--- config.mk ---
export PLATFORM = sky130hd
export DESIGN_NAME = afifo_rd_burst
export DESIGN_NICKNAME = d
export VERILOG_FILES = /design/src/rtl/afifo_rd_pkg.sv /design/src/rtl/afifo_rd_skid.sv /design/src/rtl/afifo_rd_burst.sv
export SDC_FILE = /design/constraint.sdc
export NUM_CORES = 1
export LEC_CHECK = 0
export ABC_CLOCK_PERIOD_IN_PS = 2300
export BUFFER_PORTS_ARGS = -buffer_cell sky130_fd_sc_hd__buf_4
export CAP_MARGIN = 10
export CORE_ASPECT_RATIO = 1.2
export CORE_UTILIZATION = 40
export DETAILED_ROUTE_END_ITERATION = 8
export SKIP_LAST_GASP = 1
export SYNTH_ARGS = -nofsm -noshare
export SYNTH_HDL_FRONTEND = slang
export SYNTH_SLANG_ARGS = --single-unit
--- constraint.sdc ---
create_clock -name rclk -period 2.3 [get_ports rclk]
set_input_delay 0.115 -clock rclk [delete_from_list [all_inputs] [get_ports rclk]]
set_output_delay 0.115 -clock rclk [all_outputs]
set_load 0.02 [all_outputs]
--- src/rtl/afifo_rd_pkg.sv ---
// Shared types for the async-FIFO read-side burst consumer.
// Parity storage per entry exists only when AFIFO_RD_PARITY_EN is defined.
package afifo_rd_pkg;

  typedef enum logic [1:0] {IDLE, RUN, STOP, DRAIN} state_t;

  localparam int BUF_DEPTH = 2;
  localparam int BUF_PTR_W = $clog2(BUF_DEPTH);
  localparam int BUF_CNT_W = $clog2(BUF_DEPTH + 1);

  // Per-entry sideband; the data word is sized by the instantiating module.
  typedef struct packed {
    logic last;
`ifdef AFIFO_RD_PARITY_EN
    logic parity;
`endif
  } entry_tag_t;

  function automatic logic [BUF_PTR_W-1:0] ptr_inc(input logic [BUF_PTR_W-1:0] p);
    return (p == BUF_PTR_W'(BUF_DEPTH - 1)) ? '0 : p + BUF_PTR_W'(1);
  endfunction

endpackage

--- src/rtl/afifo_rd_skid.sv ---
// Small circular buffer between FIFO pops and the valid/ready output.
// Holds {data, tag}; head is always presented, count tells the owner how full it is.
module afifo_rd_skid
  import afifo_rd_pkg::*;
#(
  parameter int DATA_WIDTH = 8
) (
  input  logic                  clk,
  input  logic                  rst,
  input  logic                  push,
  input  logic [DATA_WIDTH-1:0] push_data,
  input  entry_tag_t            push_tag,
  input  logic                  pop,
  output logic [DATA_WIDTH-1:0] head_data,
  output entry_tag_t            head_tag,
  output logic [BUF_CNT_W-1:0]  count
);

  typedef struct packed {
    logic [DATA_WIDTH-1:0] data;
    entry_tag_t            tag;
  } entry_t;

  entry_t                mem_q [BUF_DEPTH];
  entry_t                mem_d [BUF_DEPTH];
  logic [BUF_PTR_W-1:0]  wr_ptr_q, wr_ptr_d;
  logic [BUF_PTR_W-1:0]  rd_ptr_q, rd_ptr_d;
  logic [BUF_CNT_W-1:0]  count_q, count_d;

  always_comb begin
    mem_d    = mem_q;
    wr_ptr_d = wr_ptr_q;
    rd_ptr_d = rd_ptr_q;
    count_d  = count_q;
    if (push) begin
      mem_d[wr_ptr_q] = '{data: push_data, tag: push_tag};
      wr_ptr_d        = ptr_inc(wr_ptr_q);
    end
    if (pop) begin
      rd_ptr_d = ptr_inc(rd_ptr_q);
    end
    if (push && !pop) begin
      count_d = count_q + BUF_CNT_W'(1);
    end else if (!push && pop) begin
      count_d = count_q - BUF_CNT_W'(1);
    end
  end

  // Entries are cleared on reset so the head reads as zero while empty after reset.
  always_ff @(posedge clk or posedge rst) begin
    if (rst) begin
      for (int i = 0; i < BUF_DEPTH; i++) begin
        mem_q[i] <= '0;
      end
      wr_ptr_q <= '0;
      rd_ptr_q <= '0;
      count_q  <= '0;
    end else begin
      mem_q    <= mem_d;
      wr_ptr_q <= wr_ptr_d;
      rd_ptr_q <= rd_ptr_d;
      count_q  <= count_d;
    end
  end

  assign head_data = mem_q[rd_ptr_q].data;
  assign head_tag  = mem_q[rd_ptr_q].tag;
  assign count     = count_q;

endmodule

--- src/rtl/afifo_rd_burst.sv ---
// Read-domain consumer: pops a show-ahead FIFO and emits fixed-length bursts on valid/ready.
// Define AFIFO_RD_PARITY_EN to add the m_parity output carried alongside each word.
module afifo_rd_burst
  import afifo_rd_pkg::*;
#(
  parameter int DATA_WIDTH = 8,
  parameter int BURST_LEN  = 4,
  parameter int CNT_WIDTH  = 16
) (
  input  logic                  rclk,
  input  logic                  rrst,
  input  logic                  en,
  input  logic                  fifo_empty,
  input  logic [DATA_WIDTH-1:0] fifo_rdata,
  output logic                  fifo_ren,
  output logic                  m_valid,
  input  logic                  m_ready,
  output logic [DATA_WIDTH-1:0] m_data,
  output logic                  m_last,
  output logic                  busy,
  output logic                  burst_done,
  output logic [CNT_WIDTH-1:0]  burst_cnt
`ifdef AFIFO_RD_PARITY_EN
  ,
  output logic                  m_parity
`endif
);

  localparam int            FW       = (BURST_LEN > 1) ? $clog2(BURST_LEN) : 1;
  localparam logic [FW-1:0] LAST_IDX = FW'(BURST_LEN - 1);

  state_t                state_q, state_d;
  logic [FW-1:0]         fetch_cnt_q, fetch_cnt_d;
  logic [FW-1:0]         beat_cnt_q, beat_cnt_d;
  logic [CNT_WIDTH-1:0]  burst_cnt_q, burst_cnt_d;
  logic                  pop_ok, pop, accept, fetch_at_last;
  logic [BUF_CNT_W-1:0]  count;
  logic [DATA_WIDTH-1:0] head_data;
  entry_tag_t            push_tag, head_tag;

  assign fetch_at_last = (fetch_cnt_q == LAST_IDX);
  assign pop           = pop_ok && !fifo_empty && (count != BUF_CNT_W'(BUF_DEPTH));
  assign accept        = m_valid && m_ready;

  always_comb begin
    push_tag      = '0;
    push_tag.last = fetch_at_last;
`ifdef AFIFO_RD_PARITY_EN
    push_tag.parity = ^fifo_rdata;
`endif
  end

  afifo_rd_skid #(
    .DATA_WIDTH(DATA_WIDTH)
  ) u_skid (
    .clk       (rclk),
    .rst       (rrst),
    .push      (pop),
    .push_data (fifo_rdata),
    .push_tag  (push_tag),
    .pop       (accept),
    .head_data (head_data),
    .head_tag  (head_tag),
    .count     (count)
  );

  always_ff @(posedge rclk or posedge rrst) begin
    if (rrst) begin
      state_q <= IDLE;
    end else begin
      state_q <= state_d;
    end
  end

  // Leaving RUN goes straight to DRAIN only when this cycle sits on a burst boundary.
  always_comb begin
    state_d = state_q;
    case (state_q)
      IDLE:  if (en) state_d = RUN;
      RUN: begin
        if (!en) begin
          if (pop ? fetch_at_last : (fetch_cnt_q == '0)) state_d = DRAIN;
          else                                           state_d = STOP;
        end
      end
      STOP: begin
        if (en)                        state_d = RUN;
        else if (pop && fetch_at_last) state_d = DRAIN;
      end
      DRAIN: begin
        if (en)                 state_d = RUN;
        else if (count == '0)   state_d = IDLE;
      end
      default: state_d = IDLE;
    endcase
  end

  always_comb begin
    pop_ok = 1'b0;
    busy   = 1'b1;
    case (state_q)
      IDLE:      busy   = 1'b0;
      RUN, STOP: pop_ok = 1'b1;
      default:   pop_ok = 1'b0;
    endcase
  end

  always_comb begin
    fetch_cnt_d = fetch_cnt_q;
    beat_cnt_d  = beat_cnt_q;
    burst_cnt_d = burst_cnt_q;
    if (pop) begin
      fetch_cnt_d = fetch_at_last ? '0 : fetch_cnt_q + FW'(1);
    end
    if (accept) begin
      beat_cnt_d = (beat_cnt_q == LAST_IDX) ? '0 : beat_cnt_q + FW'(1);
    end
    if (accept && m_last) begin
      burst_cnt_d = burst_cnt_q + CNT_WIDTH'(1);
    end
  end

  always_ff @(posedge rclk or posedge rrst) begin
    if (rrst) begin
      fetch_cnt_q <= '0;
      beat_cnt_q  <= '0;
      burst_cnt_q <= '0;
    end else begin
      fetch_cnt_q <= fetch_cnt_d;
      beat_cnt_q  <= beat_cnt_d;
      burst_cnt_q <= burst_cnt_d;
    end
  end

  assign fifo_ren   = pop;
  assign m_valid    = (count != '0);
  assign m_data     = head_data;
  assign m_last     = head_tag.last;
  assign burst_done = accept && m_last;
  assign burst_cnt  = burst_cnt_q;
`ifdef AFIFO_RD_PARITY_EN
  assign m_parity   = head_tag.parity;
`endif

endmodule

# Word-level counts from Yosys, hierarchy flattened
# Index checks and enable logic that the tools add are counted.
totals:
  register_bits: 42
  input_bits: 13
  output_inout_bits: 29
  word_cells: 70
classes:
  add_sub_neg: 6
  n_lt_le_gt_ge: 3
  n_eq_ne: 9
  muxes: 22
  bitwise_logic: 2
  n_reduce_logical: 18
ops:
  columns: ["op", "count"]
  rows:
  - ["9-bit 2-to-1 mux", 4]
  - ["18-bit bitwise mux", 1]
  - ["2-bit 2-to-1 mux", 9]
  - ["16-bit by 1-bit adder with 16-bit output, second input constant", 1]
  - ["9-bit demux with 1-bit select", 1]
  - ["1-bit logical AND", 8]
  - ["2-bit case mux with 4 select lines", 1]
  - ["2-bit == test, second input constant", 3]
  - ["2-bit logical NOT", 3]
  - ["1-bit 2-to-1 mux", 6]
  - ["2-bit inequality test, second input constant", 3]
  - ["3-bit inequality test, second input constant", 2]
  - ["2-bit by 1-bit adder with 2-bit output, second input constant", 2]
  - ["2-bit >= comparator, second input constant", 2]
  - ["1-bit NOT with 2-bit output", 2]
  - ["4-bit AND reduction", 1]
  - ["2-bit nonzero test", 2]
  - ["1-bit logical NOT", 3]
  - ["1-bit adder, second input constant", 2]
  - ["2-bit by 1-bit == test with 1-bit output, second input constant", 1]
  - ["2-bit by 1-bit < comparator with 1-bit output, second input constant", 1]
  - ["2-bit OR reduction", 1]
  - ["2-bit by 1-bit subtractor with 2-bit output, second input constant", 1]

# Depth between registers and ports, before layout
# Gate-level depths: netlist of the first run.
depth:
  depth_word: 9
  mapped_depth: 9
  depth_no_buf: 8

# Cells and area by module
# Synthesis of the first run repeated with hierarchy kept, for this count alone.
unflattened:
  cells_unflattened: 163
  area_unflattened_um2: 2060.7
modules_own_cells:
  columns: ["mod", "instances", "cells_per_inst", "area_each_um2", "seq_area_each_um2"]
  rows:
  - ["afifo_rd_burst", 1, 101, 1073.5, 500.5]
  - ["afifo_rd_skid", 1, 62, 987.2, 550.5]

# Least setup slack after synthesis of the first run
# No wires, ideal clock.
synth_timing:
  kind: "register -> register"
  from: "register state_q[0]"
  to: "register u_skid.mem_q[10] (netlist name)"
  setup_ns: 0.125
  arrival_time_ns: 1.907
  required_ns: 2.175
  setup_slack_ns: 0.268
  path_stages_with_launch: 9
  n_path_buf: 2
  period_less_slack_ns: 2.032
  path_cell_list: "dfrtp_1 inv_1 ha_1 nor2b_1 and2_1 buf_2 nor2b_1 buf_2 mux2_2"
synth_between:
  elab_chain_len: 5
  elab_cells_between_ends: 6
  cone_classes: "eq/ne: 2; mux: 1; reduce/logical: 3"
synth_lines:
  columns: ["item", "line", "rtl"]
  rows:
  - ["start, declared", "afifo_rd_burst.sv:32", "state_t state_q, state_d;"]
  - ["start signal, assigned", "afifo_rd_burst.sv:71", "state_q <= state_d;"]
  - ["2-bit == test or 2-bit by 1-bit == test with 1-bit output (tied branches)", "afifo_rd_burst.sv:101", "case (state_q)"]
  - ["2-bit OR reduction *", "afifo_rd_burst.sv:101", null]
  - ["1-bit 2-to-1 mux *", "afifo_rd_burst.sv:101", null]
  - ["1-bit logical AND * (2 in a row)", "afifo_rd_burst.sv:42", "assign pop = pop_ok && !fifo_empty && (count != BUF_CNT_W'(BUF_DEPTH));"]
  - ["named net fifo_ren", "afifo_rd_burst.sv:15", "output logic fifo_ren,"]
  - ["end signal, assigned", "afifo_rd_skid.sv:59", "mem_q <= mem_d;"]
  - ["end, declared", "afifo_rd_skid.sv:24", "entry_t mem_q [BUF_DEPTH];"]
# The timed path passes the listed nets; every way through them passes the cells marked *.
# A chain may end at the register's enable or synchronous reset.

# Worst setup path after layout of the first run
layout_timing:
  from: "register state_q[0]"
  to: "register u_skid.mem_q[1] (netlist name)"
layout_between:
  elab_chain_len: 5
  elab_cells_between_ends: 6
  cone_classes: "eq/ne: 2; mux: 1; reduce/logical: 3"
layout_lines:
  columns: ["item", "line"]
  rows:
  - ["2-bit == test or 2-bit by 1-bit == test with 1-bit output (tied branches)", "afifo_rd_burst.sv:101"]
  - ["2-bit OR reduction *", "afifo_rd_burst.sv:101"]
  - ["1-bit 2-to-1 mux *", "afifo_rd_burst.sv:101"]
  - ["1-bit logical AND * (2 in a row)", "afifo_rd_burst.sv:42"]
# Mark *: on every way between the ends. The rest lies on a longest branch, timed or not.

==> impl_metrics.json, run 1 <==
{
  "start_util_pct": 42.8,
  "cts_setup_buffers": 0,
  "seq_area_frac_synth_pct": 52.2,
  "ir_worst_vdd_uv": 513,
  "hold_viol": 0,
  "dieWidth_um": 66.7,
  "syn_inst": 164,
  "drc": 0,
  "cts_buffer_depth": 2,
  "grt_pass1_vias": 1374,
  "io_pins": 42,
  "rsz0062_at_grt": "no",
  "synthDistinctLibCells": 28,
  "synth_area_um2": 2010,
  "final_util_pct": 53.3,
  "grt_overflow_total": 0,
  "antenna_found_initial": 0,
  "cp.required_ns": 2.47,
  "viasPerCell": 5.02,
  "diodes": 0,
  "yosysTopAreaCellShare_pct": 52.2,
  "drt_wl_total_mm": 3.76,
  "max_slew_margin_pct": 64.6,
  "place_area_um2": 2400,
  "nNetsFinal": 235,
  "rows": 27,
  "cap_violations": 0,
  "detailed_place_hpwl_mm": 2.73,
  "antenna_left": 0,
  "num_vias": 1366,
  "drive_above_1_share_pct": 39.7,
  "end_kind": "register",
  "finalSetupViolations": 0,
  "drtIter0Drc": 46,
  "clock_latency_ns": 0.29,
  "place_inst": 263,
  "cts_tree": "yes",
  "p_leak_nw": 1.19,
  "place.gp.congestion": 0.769,
  "port_buffers": 41,
  "core_um2": 4700,
  "wl_per_cell_um": 13.8,
  "ys_warn_count": 0,
  "finClkSkew_ns": 0.00588,
  "syn_avg_cell_area_um2": 12.3,
  "ys_top_cells_by_area": "dfrtp_1, mux2_2, ha_1",
  "min_path_cells": 2,
  "grtUsageTotal_pct": 15.9,
  "grt_pass1_wl_mm": 6.33,
  "status": "finished, final reports clean",
  "critPathKind": "reg -> reg",
  "ys_ff_latch": 42,
  "min_period_ns": 2.01,
  "finish.instance_area_um2": 2500,
  "grt_max_degree": 43,
  "rr_worst_depth": 6,
  "start_kind": "register",
  "post-route-period-util_pct": 87.6,
  "drt_first_pass_iters": 4,
  "cts.clk_slew.worst_paths_ns": 0.08,
  "fp.dieH_um": 79.7,
  "synth_area_leader_cell": "dfrtp_1",
  "crit_fanout": 9,
  "synth_nets": 186,
  "clockRootBuffer": "clkbuf_8",
  "hp-class": "in -> reg",
  "die_area_um2": 5320,
  "report.final.slew_viol_count": 0,
  "fin_tns_setup_ns": 0,
  "cp.arrival_ns": 2.19,
  "max_freq_ghz": 0.497,
  "syn_to_final_growth_pct": 24.5,
  "power.density_nw_per_um2": 1270,
  "worst_slew_pin_slew_ns": 0.530,
  "fin_cells": 272,
  "htreeDepth": 2,
  "cts_buffers": 5,
  "clock_sinks": 42
}
[final timing paths]
check / from / to / slack, ns
worst min register to register: burst_cnt[15]$_DFFE_PP0P_ / burst_cnt[15]$_DFFE_PP0P_ / 0.47
worst max register to register: state_q[0]$_DFFE_PP0P_ / u_skid.mem_q[1]$_DFFE_PP0P_ / 0.29
worst min-delay path: fifo_rdata[6] / u_skid.mem_q[16]$_DFFE_PP0P_ / 0.07
min in group asynchronous: rrst / u_skid.count[1]$_DFFE_PP0P_ / 0.53
max in group asynchronous: rrst / u_skid.mem_q[2]$_DFFE_PP0P_ / 1.42
worst max-delay path: state_q[0]$_DFFE_PP0P_ / u_skid.mem_q[1]$_DFFE_PP0P_ / 0.29
[Yosys cell counts (all sizes together)]
library cell and n:
nand4 6, and4 2, nor4b 1, a211oi 1
and2 1, mux2i 1, o21ai 4, nor2b 5
dfrtp 42, and3 2, xor2 8, inv 8
nand2b 2, or2 1, or4 1, o2bb2ai 1
xnor2 12, nand3 5, o211ai 1, buf 4
a21oi 2, mux2 28, nor2 9, ha 9
nand2 8
[repair_timing]
action,in CTS,in global routing
hold buffers,1,0
gates resized for setup,0,0
setup endpoints to repair,0,0
endpoints found under the hold margin,42,0
[logic make-up after synthesis]
group | count (synthesis) | share of synthesized area [%]
and+or+nand+nor | 43 | 11.8
AOI/OAI and AO/OA | 9 | 2.86
adders and majority gates | 9 | 5.60
DFF | 42 | 52.2
xor gates and xnor gates | 20 | 8.71
muxes | 29 | 16.2
buffers and inverters | 12 | 2.61
[flip-flops by register name (all words and copies together), names as in the netlist]
signal / count
burst_cnt: 16
fetch_cnt_q: 2
state_q: 2
u_skid.count: 2
u_skid.mem_q: 18
u_skid.rd_ptr_q: 1
u_skid.wr_ptr_q: 1
[cell usage in the layout (no fill, tap or decap), types with 8 or more instances in the layout]
cell type,Yosys,layout
xor2_1,8,8
mux2_2,28,28
xnor2_1,12,12
nor2_1,9,9
nand2_1,8,8
inv_1,8,8
dfrtp_1,42,42
buf_4,1,45
ha_1,9,9
[per-layer routing]
layer	vias up	track usage, %	share of wire (%)
met2	26	27.0	52
met3	2	4.57	4.0
met1	682	19.0	43
met5	-	0	0
li1	656	-	-
met4	0	5.11	0.61
[critical path, stage by stage, from the launching register on]
cell	delay (ns)
dfrtp_1	0.40
inv_1	0.11
ha_1	0.28
nor2b_1	0.19
and2_1	0.23
nand2_1	0.31
mux2_2	0.38
[power breakdown]
part           internal (mW)  switching (mW)
combinational          0.760           0.744
sequential              1.01           0.188
clock                  0.241           0.239
total                   2.01            1.17
[layout make-up]
class / instances / area (um^2)
Clock buffer: 6 / 82.6
Fill cell: 438 / 2190
Tap cell: 58 / 72.6
Sequential cell: 42 / 1050
Multi-Input combinational cell: 110 / 908
Clock inverter: 2 / 12.5
Timing Repair Buffer: 46 / 348
Inverter: 8 / 30.0
[metrics by stage]
| stage | power [mW] | setup WS, ns | hold WS (ns) |
|---|---|---|---|
| finish | 3.18 | 0.286 | 0.0668 |
| global route | 3.41 | 0.113 | 0.0537 |
| CTS | 3.22 | 0.258 | 0.0557 |
| detailed placement | 2.73 | 0.271 | 0.286 |
| global placement | 2.66 | 0.368 | 0.283 |
| floorplan | 2.21 | 0.268 | 0.266 |
Power figures use the tool's default switching activity.
==> run 2, diff against run 1 <==
ABC_CLOCK_PERIOD_IN_PS = 2200   (was 2300)
clock period = 2.2 ns   (was 2.3 ns; I/O delays follow)
==> run 2 against run 1 <==
Compared with the run above:
- first-iteration DRC count shrank 46%
- sequential share of layout area decreased by 0.15 points
- fmax up 0.32%
- clock-buffer cell count grew 1
- global-route usage about the same
- worst hold slack got worse by 0.0048 ns
- worst setup slack got worse by 0.094 ns
- cell area grew 0.35%
- wire length fell by 2.3%
- clock power up 4%
==> impl_metrics.json, run 2 (synthesized netlist as in run 1, its figures left out) <==
{
  "start_util_pct": 42.8,
  "setup_ws_ns": 0.193,
  "crit_fanout": 9,
  "min_period_ns": 2.01,
  "syn_to_final_growth_pct": 24.9,
  "power_mw": 3.30,
  "grt_pass1_wl_mm": 6.31,
  "cts.clk_slew.worst_paths_ns": 0.08,
  "htreeDepth": 2,
  "hp-class": "in -> reg",
  "fin_tns_setup_ns": 0,
  "grt_max_degree": 29,
  "start_kind": "register",
  "max_slew_margin_pct": 57.3,
  "drtIter0Drc": 25,
  "ir_worst_vdd_uv": 570,
  "diodes": 0,
  "grtUsageTotal_pct": 15.9,
  "die_area_um2": 5320,
  "max_freq_ghz": 0.498,
  "place_inst": 263,
  "cap_violations": 0,
  "rows": 27,
  "core_um2": 4700,
  "antenna_found_initial": 0,
  "largest_register_ffs": 18,
  "clock_sinks": 42,
  "fp.dieH_um": 79.7,
  "clockRootBuffer": "clkbuf_8",
  "place.gp.congestion": 0.756,
  "end_kind": "register",
  "grt_pass1_vias": 1360,
  "finish.instance_area_um2": 2510,
  "grt_overflow_total": 0,
  "critPathKind": "reg -> reg",
  "place_area_um2": 2410,
  "port_buffers": 41,
  "finalSetupViolations": 0,
  "drt_wl_total_mm": 3.67,
  "cts_buffers": 5,
  "finClkSkew_ns": 0.00481,
  "detailed_place_hpwl_mm": 2.79,
  "cp.arrival_ns": 2.18,
  "cts_tree": "yes",
  "p_leak_nw": 1.20,
  "post-route-period-util_pct": 91.2,
  "drive_above_1_share_pct": 39.3,
  "cp.required_ns": 2.37,
  "status": "finished, final reports clean",
  "wl_per_cell_um": 13.5,
  "viasPerCell": 4.96,
  "dieWidth_um": 66.7,
  "cts_buffer_depth": 2,
  "worst_slew_pin_slew_ns": 0.640,
  "report.final.slew_viol_count": 0,
  "top_register": "u_skid.mem_q",
  "drt_first_pass_iters": 2,
  "drc": 0,
  "cts_setup_buffers": 0,
  "hold_viol": 0,
  "clock_latency_ns": 0.28,
  "dp_slack_ns": 0.193,
  "fin_cells": 272,
  "antenna_left": 0,
  "power.density_nw_per_um2": 1310,
  "final_cell_mix": "buf_4, dfrtp_1, mux2_2",
  "num_vias": 1348,
  "io_pins": 42,
  "final_common_cell": "buf_4",
  "nNetsFinal": 235,
  "rsz0062_at_grt": "no"
}
run 2: cell types whose count changed in the layout (fill, tap and decap cells not counted), sizes merged:
cell,previous run,this run
clkbuf,6,7
clkinvlp,1,0
run 2: repair_timing:
action                     in CTS  in global routing
hold buffers                    1                  0
setup endpoints to repair       0                  0
resized for setup               0                  0
hold endpoints to repair       14                  0
run 2: final cells by class:
class / count / area, um^2
tap: 58 / 72.6
clock inverter: 1 / 5.00
inverter: 8 / 30.0
timing repair buffer: 46 / 360
sequential: 42 / 1050
multi-input combinational: 110 / 908
fill: 439 / 2180
clock buffer: 7 / 86.3
run 2: per-stage QoR:
stage,utilization (%),hold WS [ns]
2_1_floorplan,-,0.261
3_3_place_gp,51.4,0.228
3_5_place_dp,51.4,0.240
4_1_cts,53.5,0.0533
5_1_grt,53.5,0.0516
6_report,53.5,0.0620
run 2: critical path: stages, from the launching register on:
cell and delay [ns]:
dfrtp_1 0.40, inv_1 0.11, ha_1 0.29, nor2b_1 0.18, and2_1 0.23, nor2b_1 0.15, buf_4 0.18, mux2_2 0.35
run 2: worst paths after layout:
path                                            from                      endpoint  slack [ns]  cells after the start
max reg2reg                   state_q[0]$_DFFE_PP0P_  u_skid.mem_q[13]$_DFFE_PP0P_        0.19                      7
min reg2reg                burst_cnt[15]$_DFFE_PP0P_     burst_cnt[15]$_DFFE_PP0P_        0.48                      1
max in group asynchronous                       rrst   u_skid.mem_q[9]$_DFFE_PP0P_        1.17                      4
min                                    fifo_rdata[1]  u_skid.mem_q[11]$_DFFE_PP0P_        0.06                      2
min in group asynchronous                       rrst      burst_cnt[7]$_DFFE_PP0P_        0.46                      3
max                           state_q[0]$_DFFE_PP0P_  u_skid.mem_q[13]$_DFFE_PP0P_        0.19                      7
run 2: report_power, final:
part / leakage (nW) / switching [mW] / internal (mW) / total (mW)
logic: 0.620 / 0.757 / 0.800 / 1.56
registers: 0.531 / 0.197 / 1.05 / 1.25
clock network: 0.0482 / 0.244 / 0.253 / 0.497
run 2: layer usage:
layer  track usage [%]  up-vias  routed length [um]
met2              25.6       25                1820
met5                 0        -                   0
met1              20.3      662                1620
met4              5.11        0                  58
met3              4.57        5                 172
li1                  -      656                   -
